--- config.mk ---
export PLATFORM = sky130hd
export DESIGN_NAME = jtframe_ram16_ctrl
export DESIGN_NICKNAME = d
export VERILOG_FILES = /design/src/rtl/jtframe_ram16_ctrl_pkg.sv /design/src/rtl/jtframe_ram16_clr_cnt.sv /design/src/rtl/jtframe_ram16_ctrl.sv
export SDC_FILE = /design/constraint.sdc
export NUM_CORES = 1
export LEC_CHECK = 0
export ABC_AREA = 1
export CAP_MARGIN = 20
export CORE_MARGIN = 2
export CORE_UTILIZATION = 43
export CTS_CLUSTER_SIZE = 24
export DETAILED_ROUTE_END_ITERATION = 6
export PLACE_DENSITY_LB_ADDON = 0.12
export SLEW_MARGIN = 20
export SYNTH_ARGS = -nofsm -noshare
export SYNTH_HDL_FRONTEND = slang
export SYNTH_SLANG_ARGS = --single-unit
export TNS_END_PERCENT = 10
--- constraint.sdc ---
create_clock -name clk -period 1.6 [get_ports clk]
set_input_delay 0.16 -clock clk [delete_from_list [all_inputs] [get_ports clk]]
set_output_delay 0.16 -clock clk [all_outputs]
set_load 0.05 [all_outputs]
--- src/rtl/jtframe_ram16_ctrl_pkg.sv ---
// Shared types and constants for the jtframe_ram16 CPU-side controller.
package jtframe_ram16_ctrl_pkg;

  localparam int unsigned DW = 16;
  localparam logic [DW-1:0] DEF_CLR_VAL = 16'h0000;

  typedef enum logic [2:0] {
    ST_CLR,
    ST_IDLE,
    ST_WR,
    ST_RD,
    ST_RDQ,
    ST_DONE
  } state_t;

  // Active-low CPU strobes become active-high RAM byte enables.
  function automatic logic [1:0] dsn_to_we(input logic [1:0] dsn);
    return ~dsn;
  endfunction

endpackage

--- src/rtl/jtframe_ram16_clr_cnt.sv ---
// Word-address counter used to sweep the whole RAM during a clear.
module jtframe_ram16_clr_cnt #(
  parameter int unsigned AW = 10
) (
  input  logic          clk,
  input  logic          rst_n,
  input  logic          start,
  input  logic          busy,
  output logic [AW-1:0] cnt,
  output logic          last
);

  // Restart wins over counting; the counter wraps to 0 after the last word.
  always_ff @(posedge clk or negedge rst_n) begin
    if (!rst_n) begin
      cnt <= '0;
    end else if (start) begin
      cnt <= '0;
    end else if (busy) begin
      cnt <= cnt + AW'(1);
    end
  end

  assign last = &cnt;

endmodule

--- src/rtl/jtframe_ram16_ctrl.sv ---
// CPU-side sequencer for jtframe_ram16: power-up/requested clear, then
// word/byte accesses over a level-sensitive cs/ok handshake.
module jtframe_ram16_ctrl
  import jtframe_ram16_ctrl_pkg::*;
#(
  parameter int unsigned   AW      = 10,
  parameter logic [DW-1:0] CLR_VAL = DEF_CLR_VAL
) (
  input  logic          clk,
  input  logic          rst_n,
  input  logic          clr,
  input  logic          cpu_cs,
  input  logic          cpu_rnw,
  input  logic [1:0]    cpu_dsn,
  input  logic [AW-1:0] cpu_addr,
  input  logic [DW-1:0] cpu_dout,
  output logic [DW-1:0] cpu_din,
  output logic          cpu_ok,
  output logic          clr_busy,
  output logic [AW-1:0] ram_addr,
  output logic [DW-1:0] ram_data,
  output logic [1:0]    ram_we,
  input  logic [DW-1:0] ram_q
);

  state_t        state;
  logic [AW-1:0] lat_addr;
  logic [DW-1:0] lat_data;
  logic [1:0]    lat_dsn;
  logic [AW-1:0] clr_cnt;
  logic          clr_last;

  assign clr_busy = (state == ST_CLR);

  jtframe_ram16_clr_cnt #(.AW(AW)) u_clr_cnt (
    .clk   (clk),
    .rst_n (rst_n),
    .start (clr),
    .busy  (clr_busy),
    .cnt   (clr_cnt),
    .last  (clr_last)
  );

  // A clear request overrides everything; a write in WR has already been
  // presented to the RAM this cycle, so it lands before the clear sweep.
  always_ff @(posedge clk or negedge rst_n) begin
    if (!rst_n) begin
      state    <= ST_CLR;
      cpu_din  <= '0;
      cpu_ok   <= 1'b0;
      lat_addr <= '0;
      lat_data <= '0;
      lat_dsn  <= '0;
    end else if (clr) begin
      state  <= ST_CLR;
      cpu_ok <= 1'b0;
    end else begin
      case (state)
        ST_CLR: begin
          if (clr_last) state <= ST_IDLE;
        end
        ST_IDLE: begin
          if (cpu_cs) begin
            lat_addr <= cpu_addr;
            lat_data <= cpu_dout;
            lat_dsn  <= cpu_dsn;
            state    <= cpu_rnw ? ST_RD : ST_WR;
          end
        end
        ST_WR: begin
          state  <= ST_DONE;
          cpu_ok <= 1'b1;
        end
        ST_RD: begin
          state <= ST_RDQ;
        end
        ST_RDQ: begin
          cpu_din <= ram_q;
          state   <= ST_DONE;
          cpu_ok  <= 1'b1;
        end
        ST_DONE: begin
          if (!cpu_cs) begin
            state  <= ST_IDLE;
            cpu_ok <= 1'b0;
          end
        end
        default: begin
          state  <= ST_CLR;
          cpu_ok <= 1'b0;
        end
      endcase
    end
  end

  // RAM port mux: the clear sweep owns the port while busy.
  always_comb begin
    ram_addr = lat_addr;
    ram_data = lat_data;
    ram_we   = 2'b00;
    case (state)
      ST_CLR: begin
        ram_addr = clr_cnt;
        ram_data = CLR_VAL;
        ram_we   = 2'b11;
      end
      ST_WR: begin
        ram_we = dsn_to_we(lat_dsn);
      end
      default: begin
        ram_we = 2'b00;
      end
    endcase
  end

endmodule

## Yosys cells after proc, flatten, opt, wreduce, memory -nomap -nowiden

Cells that the tools add are included.
W data, S select, Z words.

| word-level totals | value |
|---|---|
| flip-flop bits (word level) | 58 |
| bits of input ports | 49 |
| output and inout port bits | 46 |
| logic and storage cells | 42 |

| cells by class | value |
|---|---|
| $add $sub $neg | 1 |
| eq/ne operators | 9 |
| muxes and demuxes | 14 |
| bitwise gates (word level) | 2 |
| reductions and logical operators | 9 |

Operators with widths:

| kind | number |
|---|---|
| $mux W10 | 3 |
| $mux W16 | 1 |
| $pmux W3 S5 | 1 |
| $mux W3 | 4 |
| $add A10 B1 Y10 const B | 1 |
| $reduce_and A10 Y1 | 1 |
| $eq A3 B2 Y1 const B | 2 |
| $eq A3 B3 Y1 const B | 2 |
| $ne A3 B3 Y1 const B | 2 |
| $reduce_and A3 Y1 | 2 |
| $pmux W2 S2 | 1 |
| $reduce_and A2 Y1 | 2 |
| $eq A3 B1 Y1 const B | 1 |
| $logic_not A3 Y1 | 1 |
| $mux W1 | 3 |
| $ne A3 B2 Y1 const B | 1 |
| $pmux W1 S3 | 1 |
| $reduce_or A3 Y1 | 1 |
| $ne A2 B1 Y1 const B | 1 |
| $not A2 Y2 | 1 |
| $reduce_bool A2 Y1 | 1 |
| $reduce_or A2 Y1 | 1 |
| $not A1 Y1 | 1 |

## Depth between registers and ports, before layout

Gate-level depths: netlist (run 1).

| depth | value |
|---|---|
| depth after elaboration | 4 |
| gate-level depth with buffers | 7 |
| mapped depth without buffers | 7 |

## By module

From an unflattened synthesis (run 1), not the netlist that was laid out.

| unflattened totals | value |
|---|---|
| cells, all modules | 378 |
| area, all modules | 2792.7 µm² |

By module, submodules not included:

| module | instances | cells an instance | area each (µm²) | seq. area each (µm²) |
|---|---|---|---|---|
| jtframe_ram16_ctrl | 1 | 301 | 2213.4 | 1201.2 |
| jtframe_ram16_clr_cnt | 1 | 77 | 579.3 | 250.2 |

## Worst setup path after synthesis (run 1)

Ideal clock, no wire load.

| timing path | value |
|---|---|
| kind | register to output |
| start | register state[1] |
| end | output port ram_addr[1] |
| arrival | 1.955 ns |
| data required time | 1.440 ns |
| path slack | -0.515 ns |
| stages on the path, launching flop included | 5 |
| path buffers | 1 |
| cell sequence | dfrtp_1 nor2_4 nand2_4 buf_2 o21ai_0 |

| on the way | value |
|---|---|
| word-level cells in the longest chain between the ends | 2 |

RTL lines:

| what | line | text |
|---|---|---|
| start, declared | jtframe_ram16_ctrl.sv:26 | `state_t state;` |
| start signal, assigned | jtframe_ram16_ctrl.sv:67 | `state <= cpu_rnw ? ST_RD : ST_WR;` |
| $logic_not A3 Y1 | jtframe_ram16_ctrl.sv:101 | `case (state)` |
| $mux W10 | jtframe_ram16_ctrl.sv:101 |  |
| end, declared | jtframe_ram16_ctrl.sv:20 | `output logic [AW-1:0] ram_addr,` |

No other way between the ends.

## Worst setup path in the final report (run 1)

| timing path | value |
|---|---|
| start | register state[1] |
| end | output port ram_addr[5] |

Same word-level chain as after synthesis.

==> metrics.txt, run 1 <==
run status finished with violations; failing checks setup timing; critical-path maximum fanout 13; TritonRoute pass-1 iters 4; relative max-transition margin 0.675; fin area 0.00436 mm2; fin worst setup slack -151 ps; VDD IR-drop max 1.15 mV; CTS tree built; number of unique standard cell types used by synthesis 27; Worst path max stage delay 450 ps; number of cells produced by synthesis 303; mean cell area of the mapped netlist 8.96 um2; number of failing setup endpoints in the final timing report 45; Tot GR Track Use 0.204; highest-count cells in the layout ignoring fill and taps sky130_fd_sc_hd__nand2_1, sky130_fd_sc_hd__dfrtp_1, sky130_fd_sc_hd__clkdlybuf4s50_1; number of maximum-capacitance constraint violations 0; kind of start point of the critical path flip-flop; highest clock rate 571 MHz; Clk Latency, worst-skew pair 340 ps; Hold Slack 319 ps; Post-Synthesis Net Count 353; Core Area 0.00603 mm2; unrepaired setup endpoints after global routing true; Tmin final 1750 ps; most frequent standard cell in the layout excluding fill and tap cells sky130_fd_sc_hd__nand2_1; antenna-violating nets left 0; worst setup path class flip-flop to output pin; data required time at the worst endpoint 1440 ps; Die Area 0.00697 mm2; critical path capture point type output pin; Power, Total 8.36 mW; Final Max Slew Viols 0; Leak Pwr 2.07 nW; FP Rows 28; count of port buffers added during placement 94; number of warnings printed during yosys synthesis 0; Worst Tran Pin Value 487 ps; area growth from synthesis to layout 60.5%; power density relative to cell area 1920 mW/mm2; cells along the critical path nor2_4 -> nand2_8 -> o21ai_1 -> buf_12; Final Cycle Share 1.09; aggregate routed wire length 6890 um; FF+latch count, synth 58; Initial Util 0.451; number of antenna violations at the first check in global routing 0; die height 83.5 um; total negative setup slack -3930 ps; final antenna diode count 0; Post-DP HPWL 4860 um; Final Wtd Congestion 0.886; arrival time worst endpoint 1590 ps; number of global-route vias before repair 2348; clk root buf sky130_fd_sc_hd__clkbuf_8; wire per inst 14.0 um; number of buffers created by CTS 9; clk slew on worst S/H paths 70 ps; asr flop ratio synth 1.00; number of flops mapped to enable cells by yosys 0; initial detailed-routing violation count 141; mean number of vias per cell 4.88; first-pass GRT wire length 11200 um; Cell Area, Synth 0.00272 mm2; placed cell areas 0.00399 mm2; post-synthesis sequential area ratio 0.535; skew final 5.93 ps; largest net degree at the start of global routing 46; Die X-Extent 83.5 um; DRC violations left 0; CTS HTree Levels 3; most common flop cell mapped by yosys sky130_fd_sc_hd__dfrtp_1; top-level port count 95; slowest library cell on the worst path sky130_fd_sc_hd__dfrtp_2; number of sinks driven by the clock tree 58; number of endpoints with negative hold slack in the final report 0; Final nets 462; layout cells sized above 1 0.278; global route overflow 0; share of the core filled with cells in the final layout 0.723; class of the tightest hold or removal check input pin to async pin; total vias in the final route 2401; worst-case clock buffer depth 2
flip-flops by register name (all words and copies together) (netlist names):
name / flops
state: 3
lat_dsn: 2
u_clr_cnt.cnt: 10
cpu_din: 16
lat_addr: 10
cpu_ok: 1
lat_data: 16
metrics by stage:
step                      setup WS, ps  std cells
after floorplan                   -318        303
after global placement            57.7        469
after detailed placement         -22.7        469
after CTS                         -126        490
after global routing              -201        492
final                             -151        492
where the power goes:
group,internal [mW],total [mW],switching (mW)
combinational,1.89,4.55,2.67
clock,0.914,1.51,0.595
sequential,2.02,2.30,0.281
total,4.82,8.36,3.54
synthesized netlist by cell type (2+ instances only):
cell | instances | area, um2
sky130_fd_sc_hd__nand2_1 | 87 | 327
sky130_fd_sc_hd__o21ai_1 | 6 | 30.0
sky130_fd_sc_hd__nand4_1 | 3 | 18.8
sky130_fd_sc_hd__nor3_1 | 4 | 20.0
sky130_fd_sc_hd__nor2_1 | 29 | 109
sky130_fd_sc_hd__buf_6 | 5 | 56.3
sky130_fd_sc_hd__mux2_2 | 6 | 67.6
sky130_fd_sc_hd__inv_4 | 2 | 12.5
sky130_fd_sc_hd__nand3_1 | 6 | 30.0
sky130_fd_sc_hd__buf_2 | 5 | 25.0
sky130_fd_sc_hd__inv_1 | 34 | 128
sky130_fd_sc_hd__o21ai_0 | 29 | 145
sky130_fd_sc_hd__nor2_2 | 2 | 12.5
sky130_fd_sc_hd__dfrtp_1 | 58 | 1450
sky130_fd_sc_hd__a21oi_1 | 6 | 30.0
sky130_fd_sc_hd__mux2_4 | 10 | 150
timing repair:
item | 4_1_cts | 5_1_grt
setup buffers | 3 | 1
hold endpoints to repair | 19 | 0
setup endpoints to repair | 29 | 50
gates resized for setup | 13 | 13
cloned | 1 | 1
pin swaps | 1 | 1
hold buffers | 1 | 0
critical path: cells and delay by family, from the launching register on:
kind	cells	cell delay [ps]
flip-flops	1	450
AND/OR/NAND/NOR	2	320
AO/OA/AOI/OAI	1	300
buffers and inverters	1	180
path summary, 6_finish.rpt:
kind	from	end	slack [ps]	depth (start not counted)
worst max-delay path	state[1]$_DFFE_PN0P_	ram_addr[5]	-150	4
worst min-delay path	rst_n	lat_data[3]$_DFFE_PN0P_	320	2
worst max register to register	state[1]$_DFFE_PN0P_	cpu_din[12]$_DFFE_PN0P_	-40	5
worst min register to register	lat_addr[5]$_DFFE_PN0P_	lat_addr[5]$_DFFE_PN0P_	480	2
max in group asynchronous	rst_n	state[1]$_DFFE_PN0P_	730	3
min in group clk	cpu_addr[9]	lat_addr[9]$_DFFE_PN0P_	350	3
layout make-up:
class / instances / area, um2
fillers: 424 / 1670
flip-flops and latches: 58 / 1450
repair buffers: 107 / 1320
multi-input cells: 199 / 1120
inverters: 37 / 156
clock buffers: 11 / 141
well taps: 75 / 93.8
clock inverters: 5 / 77.6
kinds of logic (layout without fill, tap and decap cells):
kind of cell,after synthesis,count (layout),synth area share
simple gates,135,137,0.209
buf+inv,48,160,0.0857
mux,16,16,0.0802
compound gates,45,45,0.0862
flops,58,58,0.535
fa+ha+maj,1,1,0.00461
metal layers:
metal	global-route usage	wire length, um	up-vias
li1	-	-	1178
met1	0.264	2900	1127
met2	0.320	3390	84
met3	0.0603	502	12
met4	0.0850	100	0
met5	0	0	-
No activity file was read; power rests on OpenSTA's default activity.
==> inputs of run 2 (changes only) <==
--- a/config.mk
+++ b/config.mk
@@ -5,7 +5,7 @@
 export SDC_FILE = /design/constraint.sdc
 export NUM_CORES = 1
 export LEC_CHECK = 0
-export ABC_AREA = 1
+export ABC_AREA = 0
 export CAP_MARGIN = 20
 export CORE_MARGIN = 2
 export CORE_UTILIZATION = 43
==> metrics.txt, run 2 <==
number of unique standard cell types used by synthesis 30 (+11%); mean cell area of the mapped netlist 11.8 um2 (+32%); power share of the clock group 0.293 (+0.112); DRC violations left 0 (unchanged); global route overflow 0 (unchanged); FP Rows 28 (unchanged); share of power burned in combinational logic 0.214 (-0.330); power density relative to cell area 835 mW/mm2 (-56%); switching share of total power 0.286 (-0.137); arrival time worst endpoint 1710 ps (+120 ps); kind of start point of the critical path flip-flop; placed cell areas 0.00387 mm2 (-3.2%); clk slew on worst S/H paths 60 ps (about the same); skew final 5.85 ps (-0.0782 ps); relative max-transition margin 0.740 (+0.0653); fin area 0.00430 mm2 (-1.4%); worst setup path class flip-flop to output pin; worst-case clock buffer depth 2 (unchanged); ranking of synthesized cells by area sky130_fd_sc_hd__dfrtp_1, sky130_fd_sc_hd__mux2_2, sky130_fd_sc_hd__nand2_1, sky130_fd_sc_hd__and2_1, sky130_fd_sc_hd__a21oi_1; most frequent standard cell in the layout excluding fill and tap cells sky130_fd_sc_hd__dfrtp_1; number of sinks driven by the clock tree 58 (unchanged); number of flops mapped to enable cells by yosys 0 (unchanged); number of global-route vias before repair 2232 (-4.9%); antenna-violating nets left 0 (unchanged); Final Wtd Congestion 0.730 (-18%); number of endpoints with negative hold slack in the final report 0 (unchanged); number of maximum-capacitance constraint violations 0 (unchanged); fraction of post-synthesis cell area in the top cell type by area 0.554 (+0.0199); Post-DP HPWL 4440 um (-8.5%); sequential group share of total power 0.493 (+0.218); highest-count cells in the layout ignoring fill and taps sky130_fd_sc_hd__dfrtp_1, sky130_fd_sc_hd__clkdlybuf4s50_1, sky130_fd_sc_hd__mux2_2; post-synthesis sequential area ratio 0.554 (+0.0199); layout cells sized above 1 0.513 (+0.235); Hold Slack 287 ps (-32.6 ps); largest registers cpu_din: 16 flops, lat_data: 16 flops; setup slack after placement -194 ps (-171 ps); area growth from synthesis to layout 64.1%; Die Area 0.00673 mm2 (-3.4%); fin worst setup slack -267 ps (-116 ps); count of port buffers added during placement 94 (unchanged); net switching component of the power 1.03 mW (-71%); # fillers 404 (-4.7%); mean number of vias per cell 5.14 (+5.2%); number of antenna violations at the first check in global routing 0 (unchanged); largest net degree at the start of global routing 17 (-63%); number of cells produced by synthesis 221 (-27%); commonest cells in the netlist sky130_fd_sc_hd__dfrtp_1, sky130_fd_sc_hd__mux2_2, sky130_fd_sc_hd__nand2_1; post-synth top area cell sky130_fd_sc_hd__dfrtp_1; die height 82.0 um (-1.7%); internal power summed over all cells 2.56 mW (-47%); data required time at the worst endpoint 1440 ps (about the same); CTS HTree Levels 3 (unchanged); TritonRoute pass-1 iters 4 (unchanged); wire per inst 15.7 um (+12%); initial detailed-routing violation count 76 (-46%); most common flop cell mapped by yosys sky130_fd_sc_hd__dfrtp_1; FF+latch count, synth 58 (unchanged); critical-path maximum fanout 8 (-5); Tot GR Track Use 0.211 (+0.00775); total vias in the final route 2116 (-12%); final standard cell count with taps included and fillers excluded 412 (-16%); Worst Tran Pin Value 389 ps (-98.0 ps); highest clock rate 536 MHz (-6.2%); Tmin final 1870 ps (+116 ps); first-pass GRT wire length 10500 um (-6.3%); Cell Area, Synth 0.00262 mm2 (-3.6%); most used standard cell by instance count after synthesis sky130_fd_sc_hd__dfrtp_1; final antenna diode count 0 (unchanged); aggregate routed wire length 6450 um (-6.4%); number of placed cells counting well taps 394 (-16%); number of failing setup endpoints in the final timing report 46 (+2.2%); number of warnings printed during yosys synthesis 0 (unchanged); Die X-Extent 82.0 um (-1.7%); Clk Latency, worst-skew pair 320 ps (-20 ps); area occupied by multi-input gates 0.00132 mm2 (+17%); failing checks setup timing; Final Max Slew Viols 0 (unchanged); asr flop ratio synth 1.00 (unchanged); class of the tightest hold or removal check input pin to async pin; run status finished with violations; top-level port count 95 (unchanged); Final Cycle Share 1.17 (+0.0726); Initial Util 0.445 (-0.00585); unrepaired setup endpoints after global routing true; Register Area 0.00145 mm2 (about the same); Final nets 385 (-17%); Core Area 0.00589 mm2 (-2.3%); clk root buf sky130_fd_sc_hd__clkbuf_8; number of buffers created by CTS 9 (unchanged); VDD IR-drop max 0.571 mV (-51%); Post-Synthesis Net Count 271 (-23%); CTS tree built; critical path capture point type output pin; Leak Pwr 2.00 nW (-3.4%)
==> run 2: critical path, cell delays in order (launching register included) <==
cell and delay (ps):
sky130_fd_sc_hd__dfrtp_1 410, sky130_fd_sc_hd__or3_4 490, sky130_fd_sc_hd__buf_6 170, sky130_fd_sc_hd__and2_4 150, sky130_fd_sc_hd__buf_6 140
==> run 2: final timing paths <==
path | slack (ps) | startpoint | end | cells past startpoint
min in group clk | 450 | cpu_addr[7] | lat_addr[7]$_DFFE_PN0P_ | 2
hold / removal | 290 | rst_n | lat_data[8]$_DFFE_PN0P_ | 2
setup reg to reg | -170 | state[0]$_DFFE_PN0P_ | u_clr_cnt.cnt[9]$_DFFE_PN0P_ | 4
max in group asynchronous | 760 | rst_n | cpu_din[2]$_DFFE_PN0P_ | 3
hold reg to reg | 510 | lat_data[13]$_DFFE_PN0P_ | lat_data[13]$_DFFE_PN0P_ | 1
setup / recovery | -270 | state[0]$_DFFE_PN0P_ | ram_data[10] | 4
==> run 2: power groups by stage <==
stage          registers [mW]  clock network [mW]  logic [mW]
6_report                 1.77                1.05       0.766
5_1_grt                  1.80                1.15       0.812
4_1_cts                  1.76                1.08       0.761
3_5_place_dp             1.77                   0       0.754
3_3_place_gp             1.77                   0       0.737
2_1_floorplan            1.97                   0       0.212
==> run 2: metrics by stage <==
step                      power [mW]  utilization  setup TNS (ps)
after floorplan                 2.18            -           -4810
after global placement          2.50        0.657           -7330
after detailed placement        2.53        0.657           -7170
after CTS                       3.61        0.717           -7260
after global routing            3.76        0.730           -9860
final                           3.59        0.730           -7130
==> run 2: metal layers <==
metal / share of wire / global-route usage
met5: 0 / 0
met4: 0.014 / 0.0933
met3: 0.055 / 0.0516
met2: 0.50 / 0.340
met1: 0.43 / 0.271
==> run 2: cell families (layout without fill, tap and decap cells) <==
| family | Yosys count | count (layout) | synth area share |
|---|---|---|---|
| flip-flops | 58 | 58 | 0.554 |
| AO/OA/AOI/OAI | 24 | 24 | 0.0545 |
| multiplexers | 45 | 45 | 0.194 |
| AND/OR/NAND/NOR | 73 | 74 | 0.152 |
| XOR/XNOR | 1 | 1 | 0.00335 |
| buffers and inverters | 19 | 134 | 0.0368 |
| adder cells (fa/ha/maj) | 1 | 1 | 0.00478 |
==> run 2: layout make-up <==
type / count / share of cell area
clock buffers: 12 / 0.0315
clock inverters: 1 / 0.00116
inverters: 5 / 0.00612
multi-input cells: 145 / 0.306
flip-flops and latches: 58 / 0.338
well taps: 75 / 0.0218
repair buffers: 116 / 0.296
==> run 2: what timing repair did <==
item,4_1_cts,5_1_grt
pin swaps,11,5
gates cloned,2,0
buffers inserted,3,0
resized for setup,57,22
endpoints found under the setup margin,59,64
endpoints found under the hold margin,12,0
hold buffers,1,0
